**src/rtl/cv32e40px_pkg.sv**
```systemverilog
// Shared types and sizing for the late write-back path into register-file port W2.
package cv32e40px_pkg;

  localparam int WB_ADDR_WIDTH = 6;
  localparam int WB_DATA_WIDTH = 32;
  localparam int WB_FIFO_DEPTH = 4;

  typedef struct packed {
    logic [WB_ADDR_WIDTH-1:0] addr;
    logic [WB_DATA_WIDTH-1:0] data;
  } wb_entry_t;

endpackage

```
**src/rtl/cv32e40px_wb_fifo.sv**
```systemverilog
// Generic flop-based in-order FIFO with flush; exposes its storage and per-slot valid bits
// so a parent can decode what is currently buffered.
module cv32e40px_wb_fifo #(
  parameter int WIDTH = 38,
  parameter int DEPTH = 4,
  localparam int PTR_W = $clog2(DEPTH),
  localparam int CNT_W = PTR_W + 1
) (
  input  logic                        clk,
  input  logic                        rst,
  input  logic                        flush_i,
  input  logic                        push_i,
  input  logic [WIDTH-1:0]            push_data_i,
  input  logic                        pop_i,
  output logic [WIDTH-1:0]            head_o,
  output logic                        empty_o,
  output logic                        full_o,
  output logic [CNT_W-1:0]            count_o,
  output logic [DEPTH-1:0][WIDTH-1:0] entries_o,
  output logic [DEPTH-1:0]            valid_o
);

  logic [DEPTH-1:0][WIDTH-1:0] mem_q, mem_d;
  logic [PTR_W-1:0]            wr_ptr_q, wr_ptr_d;
  logic [PTR_W-1:0]            rd_ptr_q, rd_ptr_d;
  logic [CNT_W-1:0]            count_q, count_d;
  logic                        do_push, do_pop;
  logic [PTR_W-1:0]            offset;

  assign empty_o   = (count_q == '0);
  assign full_o    = (count_q == CNT_W'(DEPTH));
  assign count_o   = count_q;
  assign head_o    = mem_q[rd_ptr_q];
  assign entries_o = mem_q;
  assign do_push   = push_i & ~full_o;
  assign do_pop    = pop_i & ~empty_o;

  always_comb begin
    mem_d    = mem_q;
    wr_ptr_d = wr_ptr_q;
    rd_ptr_d = rd_ptr_q;
    count_d  = count_q;
    if (flush_i) begin
      wr_ptr_d = '0;
      rd_ptr_d = '0;
      count_d  = '0;
    end else begin
      if (do_push) begin
        mem_d[wr_ptr_q] = push_data_i;
        wr_ptr_d        = wr_ptr_q + PTR_W'(1);
      end
      if (do_pop) begin
        rd_ptr_d = rd_ptr_q + PTR_W'(1);
      end
      case ({do_push, do_pop})
        2'b10:   count_d = count_q + CNT_W'(1);
        2'b01:   count_d = count_q - CNT_W'(1);
        default: count_d = count_q;
      endcase
    end
  end

  // Slot i is live when its distance from the read pointer is below the count.
  always_comb begin
    offset  = '0;
    valid_o = '0;
    for (int i = 0; i < DEPTH; i++) begin
      offset     = PTR_W'(i) - rd_ptr_q;
      valid_o[i] = ({1'b0, offset} < count_q);
    end
  end

  always_ff @(posedge clk) begin
    if (rst) begin
      wr_ptr_q <= '0;
      rd_ptr_q <= '0;
      count_q  <= '0;
    end else begin
      wr_ptr_q <= wr_ptr_d;
      rd_ptr_q <= rd_ptr_d;
      count_q  <= count_d;
    end
  end

  always_ff @(posedge clk) begin
    mem_q <= mem_d;
  end

endmodule

```
**src/rtl/cv32e40px_rf_wb_arbiter.sv**
```systemverilog
// Arbitrates late write-back results onto register-file port W2 through an in-order FIFO,
// yielding to W1 on address collisions and publishing per-register pending bits.
module cv32e40px_rf_wb_arbiter
  import cv32e40px_pkg::*;
#(
  parameter int ADDR_WIDTH = WB_ADDR_WIDTH,
  parameter int DATA_WIDTH = WB_DATA_WIDTH,
  parameter int NUM_SRC    = 3,
  parameter int DEPTH      = WB_FIFO_DEPTH
) (
  input  logic                                 clk,
  input  logic                                 rst,
  input  logic                                 flush_i,
  input  logic [NUM_SRC-1:0]                   src_valid_i,
  input  logic [NUM_SRC-1:0][ADDR_WIDTH-1:0]   src_addr_i,
  input  logic [NUM_SRC-1:0][DATA_WIDTH-1:0]   src_data_i,
  output logic [NUM_SRC-1:0]                   src_ready_o,
  input  logic                                 we_a_i,
  input  logic [ADDR_WIDTH-1:0]                waddr_a_i,
  output logic                                 we_b_o,
  output logic [ADDR_WIDTH-1:0]                waddr_b_o,
  output logic [DATA_WIDTH-1:0]                wdata_b_o,
  output logic [2**ADDR_WIDTH-1:0]             pending_o,
  output logic                                 full_o
);

  // Handshake: a source transfers in any cycle where src_valid_i[i] && src_ready_o[i];
  // ready is granted to the lowest valid index when the FIFO is not full and reset is low,
  // and never waits on flush_i. W2 has no back-pressure: the register file takes we_b_o as issued.

  localparam int ENTRY_W = ADDR_WIDTH + DATA_WIDTH;
  localparam int CNT_W   = $clog2(DEPTH) + 1;

  typedef struct packed {
    logic [ADDR_WIDTH-1:0] addr;
    logic [DATA_WIDTH-1:0] data;
  } entry_t;

  logic [NUM_SRC-1:0]            grant;
  entry_t                        sel_entry;
  entry_t                        head;
  logic                          push, pop, empty, collision;
  logic [DEPTH-1:0][ENTRY_W-1:0] entries;
  logic [DEPTH-1:0]              entry_valid;
  logic [CNT_W-1:0]              count;

  // Descending scan so the lowest valid index is the last writer.
  always_comb begin
    grant     = '0;
    sel_entry = '0;
    for (int i = NUM_SRC - 1; i >= 0; i--) begin
      if (src_valid_i[i]) begin
        grant          = '0;
        grant[i]       = 1'b1;
        sel_entry.addr = src_addr_i[i];
        sel_entry.data = src_data_i[i];
      end
    end
  end

  assign src_ready_o = grant & {NUM_SRC{~full_o & ~rst}};
  // Writes to x0 are acknowledged but never stored.
  assign push        = (|src_valid_i) & ~full_o & (sel_entry.addr != '0);
  assign pop         = ~empty;

  cv32e40px_wb_fifo #(
    .WIDTH (ENTRY_W),
    .DEPTH (DEPTH)
  ) u_fifo (
    .clk         (clk),
    .rst         (rst),
    .flush_i     (flush_i),
    .push_i      (push),
    .push_data_i (sel_entry),
    .pop_i       (pop),
    .head_o      (head),
    .empty_o     (empty),
    .full_o      (full_o),
    .count_o     (count),
    .entries_o   (entries),
    .valid_o     (entry_valid)
  );

  // W1 carries the younger value, so a colliding head is popped without being written.
  assign collision = we_a_i & (waddr_a_i == head.addr);
  assign we_b_o    = ~empty & ~collision & ~rst;
  assign waddr_b_o = empty ? '0 : head.addr;
  assign wdata_b_o = empty ? '0 : head.data;

  always_comb begin
    pending_o = '0;
    for (int i = 0; i < DEPTH; i++) begin
      if (entry_valid[i]) begin
        pending_o[entries[i][ENTRY_W-1 -: ADDR_WIDTH]] = 1'b1;
      end
    end
    pending_o[0] = 1'b0;
  end

  a_no_valid_during_flush: assert property (
    @(posedge clk) disable iff (rst) flush_i |-> (src_valid_i == '0));

  a_count_bounded: assert property (
    @(posedge clk) disable iff (rst) count <= CNT_W'(DEPTH));

endmodule
```
**config.mk**
```make
export PLATFORM = sky130hd
export DESIGN_NAME = cv32e40px_rf_wb_arbiter
export DESIGN_NICKNAME = d
export VERILOG_FILES = /design/src/rtl/cv32e40px_pkg.sv /design/src/rtl/cv32e40px_wb_fifo.sv /design/src/rtl/cv32e40px_rf_wb_arbiter.sv
export SDC_FILE = /design/constraint.sdc
export NUM_CORES = 1
export LEC_CHECK = 0
export BUFFER_PORTS_ARGS = -buffer_cell sky130_fd_sc_hd__buf_4
export CAP_MARGIN = 20
export CORE_MARGIN = 1.5
export CORE_UTILIZATION = 49
export CTS_CLUSTER_DIAMETER = 150
export DETAILED_ROUTE_END_ITERATION = 6
export MAX_ROUTING_LAYER = met4
export PLACE_DENSITY = 0.78
export SETUP_SLACK_MARGIN = 0.02
export SLEW_MARGIN = 20
export SYNTH_ARGS = -nofsm -noshare
export SYNTH_HDL_FRONTEND = slang
export SYNTH_SLANG_ARGS = --single-unit
```
**constraint.sdc**
```tcl
create_clock -name clk -period 3.02 [get_ports clk]
set_clock_uncertainty 0.15 [all_clocks]
set_input_delay 0.151 -clock clk [delete_from_list [all_inputs] [get_ports clk]]
set_output_delay 0.151 -clock clk [all_outputs]
set_load 0.01 [all_outputs]
```
-- After elaboration in Yosys (flattened, before gate mapping)
Cells that the tools add are included.
- bits in registers: 159
- output and inout bits: 107
- equality and inequality tests: 4
- $add $sub $neg: 8
- muxes and demuxes: 26
- reduce and logical (&&, ||, !) cells: 11
- bitwise operators: 16
- order comparisons: 15
- operators by type and width (operator ; count):
    $mux 64 ; 4
    $or 64x64->64 ; 3
    $mux 38 ; 5
    $bwmux 152 ; 1
    $bmux 38 s2 ; 1
    $demux 38 s2 ; 1
    $mux 32 ; 1
    $lt 6x7->1 const B ; 4
    $demux 1 s6 ; 4
    $ge 6x1->1 const B ; 4
    $lt 2x3->1 ; 4
    $mux 3 ; 3
    $and 1x1->1 ; 7
    $eq 6x6->1 ; 1
    $lt 2x3->1 const B ; 2
    $mux 6 ; 1
    $pmux 3 s2 ; 1
    $reduce_bool 6->1 ; 1
    $logic_and 1x1->1 ; 5
    $not 1->1 ; 5
    $add 2x1->2 const B ; 2
    $mux 1 ; 4
    $sub 1x2->2 const A ; 2
    $sub 2x2->2 const A ; 2
    other kinds (12) ; 12

-- Longest topological paths before layout
Gate-level depths: netlist of run 1.
- depth in word-level cells: 11
- gate-level depth with buffers: 12
- mapped depth without buffers: 9

-- By module
From an unflattened synthesis of run 1, not the netlist that was laid out.
- cell total of the unflattened synthesis: 831
- area total of the unflattened synthesis: 9585.4 µm²
- modules (own cells, without submodules) (module ; cells an instance ; instances ; sequential area each (µm²) ; area an instance (µm²)):
    cv32e40px_wb_fifo ; 270 ; 1 ; 4704.5 ; 6208.5
    cv32e40px_rf_wb_arbiter ; 561 ; 1 ; 0.0 ; 3377.0

-- Worst setup path after synthesis of run 1
Ideal clock, no wire load.
- path kind: reg-to-output
- from: register u_fifo.rd_ptr_q[1]
- to: output pending_o[55]
- data required time: 2719 ps
- slack: 19 ps
- stages on the path, launching flop included: 10
- arrival time: 2700 ps
- cell sequence: dfxtp_1 buf_1 buf_1 inv_1 ha_1 a21boi_0 o21bai_1 and2_1 nand3_1 o311ai_0
- word-level cells in the longest chain between the ends: 9
- RTL lines (element ; RTL line ; RTL):
    start, declared ; cv32e40px_wb_fifo.sv:25 ; logic [PTR_W-1:0] rd_ptr_q, rd_ptr_d;
    start signal, assigned ; cv32e40px_wb_fifo.sv:80 ; rd_ptr_q <= rd_ptr_d;
    $sub 1x2->2 ; cv32e40px_wb_fifo.sv:68 ; offset = PTR_W'(i) - rd_ptr_q;
    $lt 2x3->1 ; cv32e40px_wb_fifo.sv:69 ; valid_o[i] = ({1'b0, offset} < count_q);
    $mux 64 ; cv32e40px_rf_wb_arbiter.sv:93 ; if (entry_valid[i]) begin
    $or 64x64->64 (no source line) ; n/a ;
    $mux 64 ; cv32e40px_rf_wb_arbiter.sv:93 ;
    $or 64x64->64 (no source line) ; n/a ;
    $mux 64 ; cv32e40px_rf_wb_arbiter.sv:93 ;
    $or 64x64->64 (no source line) ; n/a ;
    $mux 64 * ; cv32e40px_rf_wb_arbiter.sv:93 ;
    end, declared ; cv32e40px_rf_wb_arbiter.sv:23 ; output logic [2**ADDR_WIDTH-1:0] pending_o,
Mark *: on every way between the ends. The rest lies on a longest branch, timed or not.

-- Worst setup path after layout of run 1
- from: register u_fifo.rd_ptr_q[1]
- to: output pending_o[17]
The elaborated chain is that of the path after synthesis.

==> results.cfg, run 1 <==
[logic_synthesis]
synth_cell_types = 55
ys.flop_type = edfxtp_1
postSynthAreaPerCell_sq_um = 11.5
yosysMostFrequentCell = edfxtp_1
ys_ff_latch = 159
synth.yosys.seq_area_share = 0.514
ys_warn_count = 0
synth.area.top_cells = edfxtp_1, mux4_2, a22oi_1
yosys.area.top_type = edfxtp_1
synth_commonest_cells = edfxtp_1, a22oi_1, nand2_1
synth_edf_count = 152
syn_area_sq_um = 9150
synth_top_cell_area_share = 0.499
synthArstFlopShare = 0
synth_fp_nets = 934
postSynthCellCount = 798

[place]
place_congestion = 1.05
io_buffers = 232
dp_hpwl_um = 20700

[worst_hold_path]
hold-path-cell-count = 3
holdCritPathClass = input port to flop

[clock_network]
h-tree-depth = 4
clk_pin_slew_ns = 0.06
ctsRootBufferMaster = clkbuf_16
cts_tree = done
cts_buffers = 17
clock_latency_ns = 0.41
clockBufferDepth = 2
clock_sinks = 159

[floorplanning]
coreArea_sq_um = 18100
die-area_sq_um = 19500
io_pins = 234
fp.dieW_um = 140
start_util = 0.504
rows = 49
dieHeight_um = 140

[global_routing]
first_global_vias = 7829
grt_max_degree = 67
grt_use_total = 0.306
gr-total-overflow = 0
grt_pass1_wl_um = 44100
antenna_found_initial = 0

[sta]
max_freq_mhz = 351
worstMarginPinSlew_ns = 0.891
slew_violations = 0
setup-tns-final_ns = 0
finalCriticalPeriod_ns = 2.85
finalSetupViolCount = 0
rsz0062_at_grt = false
max_slew_margin = 0.405
final_hold_viol_count = 0
period_share = 0.942

[worst_setup_path]
rr_worst_depth = 7
crit_required_ns = 2.72
cp-end-kind = output pin
worstSetupStartpointType = flop
crit_type = flop to output pin
cp_max_fo = 11
worstPathArrival_ns = 2.54

[detailed_routing]
vias = 8054
wire_per_inst_um = 22.5
wl_um = 28900
drtPass1Iterations = 7
drcViolationCount = 19
drt_iter0_drc = 896
avgViaCountPerCell = 6.26
antenna_left = 0

[final_layout]
fin_nets = 1180
finalCoreUtilization = 0.662
antenna_cells = 0
drive_gt1_frac = 0.366
fill_cells = 1316
synthToLayoutAreaGrowth_pct = 31.3

[pwr]
p_leak_nw = 4.59
ir_drop_mv = 0.534
powerDensity_nw_per_um2 = 479

[job]
cap_viol_max_count = 0

[run_status]
outcome = finished, violations left
violations = design-rule violations
[area by class of cell]
class / instances / area (sq um) / share of cell area
Sequential cell: 159 / 4710 / 0.392
Tap cell: 229 / 287 / 0.0238
Multi-Input combinational cell: 564 / 4220 / 0.351
Clock buffer: 21 / 440 / 0.0366
Clock inverter: 11 / 115 / 0.00958
Timing Repair Buffer: 292 / 2220 / 0.184
Inverter: 10 / 37.5 / 0.00312
[critical path: stages, from the launching register on]
cell	delay, ns
dfxtp_2	0.34
xnor2_1	0.20
inv_1	0.06
ha_1	0.27
a21oi_1	0.31
nor2_4	0.14
nor2_1	0.45
a22oi_1	0.13
nand2_1	0.12
buf_4	0.12
[kinds of logic after synthesis]
group           count (synthesis)  synth area share
compound gates                214             0.168
simple gates                  291             0.165
flops                         159             0.514
xor+xnor                       10           0.00957
mux                            39            0.0946
buf+inv                        75            0.0351
fa+ha+maj                       9            0.0131
other cells                     1          0.000410
[flip-flops by register name, indices dropped and copies added, names as in the netlist]
| register | flops |
|---|---|
| u_fifo.wr_ptr_q | 2 |
| u_fifo.count_o | 3 |
| u_fifo.entries_o | 152 |
| u_fifo.rd_ptr_q | 2 |
[layout by cell type, fill, tap and decap left out, drive strengths merged, types with 2 or more instances in the layout]
cell | synthesis | routed
xnor2 | 7 | 7
o21bai | 3 | 3
clkinv | 0 | 6
dlygate4sd3 | 0 | 7
nor2b | 5 | 5
a22oi | 106 | 106
xor2 | 3 | 3
a2bb2oi | 6 | 6
o221ai | 8 | 8
o21ai | 34 | 34
nor4 | 4 | 4
and3 | 3 | 3
ha | 8 | 8
nor3b | 12 | 12
nand3 | 13 | 13
a221o | 10 | 10
nand3b | 12 | 12
or2 | 5 | 5
nand2 | 94 | 94
inv | 10 | 12
dfxtp | 7 | 7
edfxtp | 152 | 152
o211ai | 12 | 12
clkbuf | 42 | 21
o311ai | 2 | 2
and2 | 49 | 49
nand2b | 12 | 12
bufinv | 0 | 2
o22ai | 10 | 10
or3b | 6 | 6
a211o | 2 | 2
mux4 | 38 | 38
nor2 | 41 | 41
and3b | 7 | 7
a21oi | 13 | 13
or3 | 4 | 4
nor3 | 21 | 21
a221oi | 2 | 2
buf | 23 | 285
[metrics by stage]
stage	setup WS (ns)	cells	hold slack, ns	cell area (sq um)	power (W)
6_report	0.175	1286	0.0102	12000	0.00575
5_1_grt	0.0363	1286	0.0220	12000	0.00595
4_1_cts	0.00784	1285	0.000113	12000	0.00574
3_5_place_dp	0.202	1242	0.389	11300	0.00373
3_3_place_gp	0.258	1242	0.389	11300	0.00371
2_1_floorplan	0.0534	798	0.206	9150	0.00323
[repair_timing]
action                     in CTS  in global routing
gates resized for setup        10                 15
pin swaps                       2                  1
hold buffers                    7                  0
hold endpoints to repair       23                  0
setup endpoints to repair      38                 72
buffers inserted                4                  1
[power by group]
part	switching [W]	internal, W
Combinational	0.000601	0.000534
Clock	0.000800	0.00121
Sequential	0.0000662	0.00254
Total	0.00147	0.00429
[metal layers]
metal	wire length, um	global-route usage
met5	0	-
met1	10700	0.377
met4	948	0.115
met2	14600	0.512
met3	2610	0.0468
[worst paths after layout]
kind,startpoint,endpoint,slack [ns]
setup / recovery,u_fifo.rd_ptr_q[1]$_SDFFE_PP0N_,pending_o[17],0.17
hold / removal,src_data_i[21],u_fifo.entries_o[135]$_DFFE_PP_,0.01
setup reg to reg,u_fifo.count_o[0]$_SDFFE_PP0P_,u_fifo.count_o[1]$_SDFFE_PP0P_,0.46
hold reg to reg,u_fifo.count_o[1]$_SDFFE_PP0P_,u_fifo.count_o[1]$_SDFFE_PP0P_,0.46
No activity file was read; power rests on OpenSTA's default activity.
==> run 2: changes to the inputs <==
--- a/config.mk
+++ b/config.mk
@@ -8,11 +8,11 @@
 export BUFFER_PORTS_ARGS = -buffer_cell sky130_fd_sc_hd__buf_4
 export CAP_MARGIN = 20
 export CORE_MARGIN = 1.5
-export CORE_UTILIZATION = 49
+export CORE_UTILIZATION = 55
 export CTS_CLUSTER_DIAMETER = 150
 export DETAILED_ROUTE_END_ITERATION = 6
 export MAX_ROUTING_LAYER = met4
-export PLACE_DENSITY = 0.78
+export PLACE_DENSITY = 0.82
 export SETUP_SLACK_MARGIN = 0.02
 export SLEW_MARGIN = 20
 export SYNTH_ARGS = -nofsm -noshare
==> constraint.sdc (replaced) <==
create_clock -name clk -period 3.4 [get_ports clk]
set_clock_uncertainty 0.15 [all_clocks]
set_input_delay 0.17 -clock clk [delete_from_list [all_inputs] [get_ports clk]]
set_output_delay 0.17 -clock clk [all_outputs]
set_load 0.01 [all_outputs]
==> run 2 against run 1 <==
The run now ends clean. Register-to-register slack better by 0.18 ns. Flip-flop and latch count stayed put. Via count fell by 0.42%. Highest routed layer unchanged.
==> results.cfg, run 2 (synthesized netlist as in run 1, its figures left out) <==
[run_status]
outcome = finished clean

[floorplanning]
die-area_sq_um = 17400
start_util = 0.570
fp.dieW_um = 132
io_pins = 234
coreArea_sq_um = 16100
dieHeight_um = 132
rows = 46

[worst_setup_path]
crit_required_ns = 3.08
rr_worst_depth = 7
cp_max_fo = 8
r2r-end = u_fifo.count_o[1]$_SDFFE_PP0P_
worstPathArrival_ns = 2.89
worstSetupStartpointType = flop
critPathCapture = pending_o[3]
reg2reg_from = u_fifo.count_o[0]$_SDFFE_PP0P_
crit_type = flop to output pin
reg2reg_slack_ns = 0.64
cp-end-kind = output pin
cp-startpoint = u_fifo.count_o[1]$_SDFFE_PP0P_

[final_layout]
regArea_sq_um = 4710
synthToLayoutAreaGrowth_pct = 29.5
drive_gt1_frac = 0.346
largest_reg_flops = 152
multi_input_area_sq_um = 4180
antenna_cells = 0
fill_cells = 1042
fin_nets = 1153
layout_commonest_cell = buf_4
final_cell_mix = buf_4, edfxtp_1, a22oi_1, nand2_1, and2_1

[detailed_routing]
vias = 8020
drtPass1Iterations = 6
drcViolationCount = 0
antenna_left = 0
wire_per_inst_um = 23.0
wl_um = 28600
drt_iter0_drc = 887
avgViaCountPerCell = 6.44

[sta]
max_freq_mhz = 312
slew_violations = 0
setup-tns-final_ns = 0
rsz0062_at_grt = false
period_share = 0.943
worstMarginPinSlew_ns = 0.913
final_hold_viol_count = 0
finalSetupViolCount = 0
max_slew_margin = 0.390
finalCriticalPeriod_ns = 3.21

[pwr]
p_leak_nw = 4.49
total_power_w = 0.00536
ir_drop_mv = 0.404
powerDensity_nw_per_um2 = 452

[clock_network]
h-tree-depth = 4
cts_tree = done
ctsRootBufferMaster = clkbuf_16
cts_buffers = 17
clockBufferDepth = 2
clock_latency_ns = 0.42
clock_sinks = 159
clk_pin_slew_ns = 0.06

[global_routing]
grt_max_degree = 67
grt_pass1_wl_um = 43400
first_global_vias = 7714
grt_use_total = 0.338
antenna_found_initial = 0
gr-total-overflow = 0

[worst_hold_path]
holdCritPathClass = input port to flop
hold-path-cell-count = 3

[place]
place_congestion = 0.993
io_buffers = 232
dp_hpwl_um = 19900

[job]
cap_viol_max_count = 0
## run 2: power breakdown
| group | internal [W] | total, W | switching, W |
|---|---|---|---|
| clock | 0.00131 | 0.00207 | 0.000760 |
| combinational | 0.000450 | 0.000981 | 0.000530 |
| sequential | 0.00226 | 0.00231 | 0.0000584 |
## run 2: worst max-delay path, stage by stage (launching register included)
cell      delay [ns]
dfxtp_1         0.44
inv_1           0.20
ha_1            0.33
a21oi_1         0.24
o21ai_1         0.20
nor2_1          0.57
a22oi_1         0.15
o211ai_1        0.18
buf_4           0.17
## run 2: timing repair
| action | CTS | global route |
|---|---|---|
| endpoints found under the setup margin | 0 | 37 |
| resized for setup | 0 | 13 |
| setup buffers | 0 | 0 |
| hold endpoints to repair | 20 | 0 |
| hold buffers | 7 | 0 |
## run 2: worst min-delay path by stage
stage | start | endpoint | slack, ns
2_1_floorplan | rst | we_b_o | 0.24
3_3_place_gp | rst | u_fifo.rd_ptr_q[0]$_SDFFE_PP0N_ | 0.40
3_5_place_dp | rst | u_fifo.rd_ptr_q[1]$_SDFFE_PP0N_ | 0.42
4_1_cts | src_data_i[14] | u_fifo.entries_o[128]$_DFFE_PP_ | 0.01
5_1_grt | src_data_i[17] | u_fifo.entries_o[55]$_DFFE_PP_ | 0.04
6_report | src_data_i[16] | u_fifo.entries_o[54]$_DFFE_PP_ | 0.02
## run 2: final cells by class
type                    count  area share
clock buffers              19      0.0365
clock inverters            13      0.0177
inverters                  10     0.00317
multi-input cells         564       0.352
flip-flops and latches    159       0.397
well taps                 216      0.0228
repair buffers            265       0.170
## run 2: layer usage
layer	up-vias	GRT usage	wire length [um]
met5	-	-	0
met4	0	0.130	1020
met3	89	0.0719	2880
met2	624	0.553	14300
met1	3755	0.413	10400
li1	3552	-	-
## run 2: metrics by stage
stage                      util  hold slack (ns)  setup WS [ns]  cells  area [sq um]
after floorplan               -            0.244          0.380    798          9150
after global placement    0.691            0.404          0.430   1207         11100
after detailed placement  0.691            0.417          0.264   1207         11100
after CTS                 0.736          0.00958         0.0670   1246         11800
after global routing      0.738           0.0364         0.0435   1246         11900
final                     0.738           0.0170          0.194   1246         11900
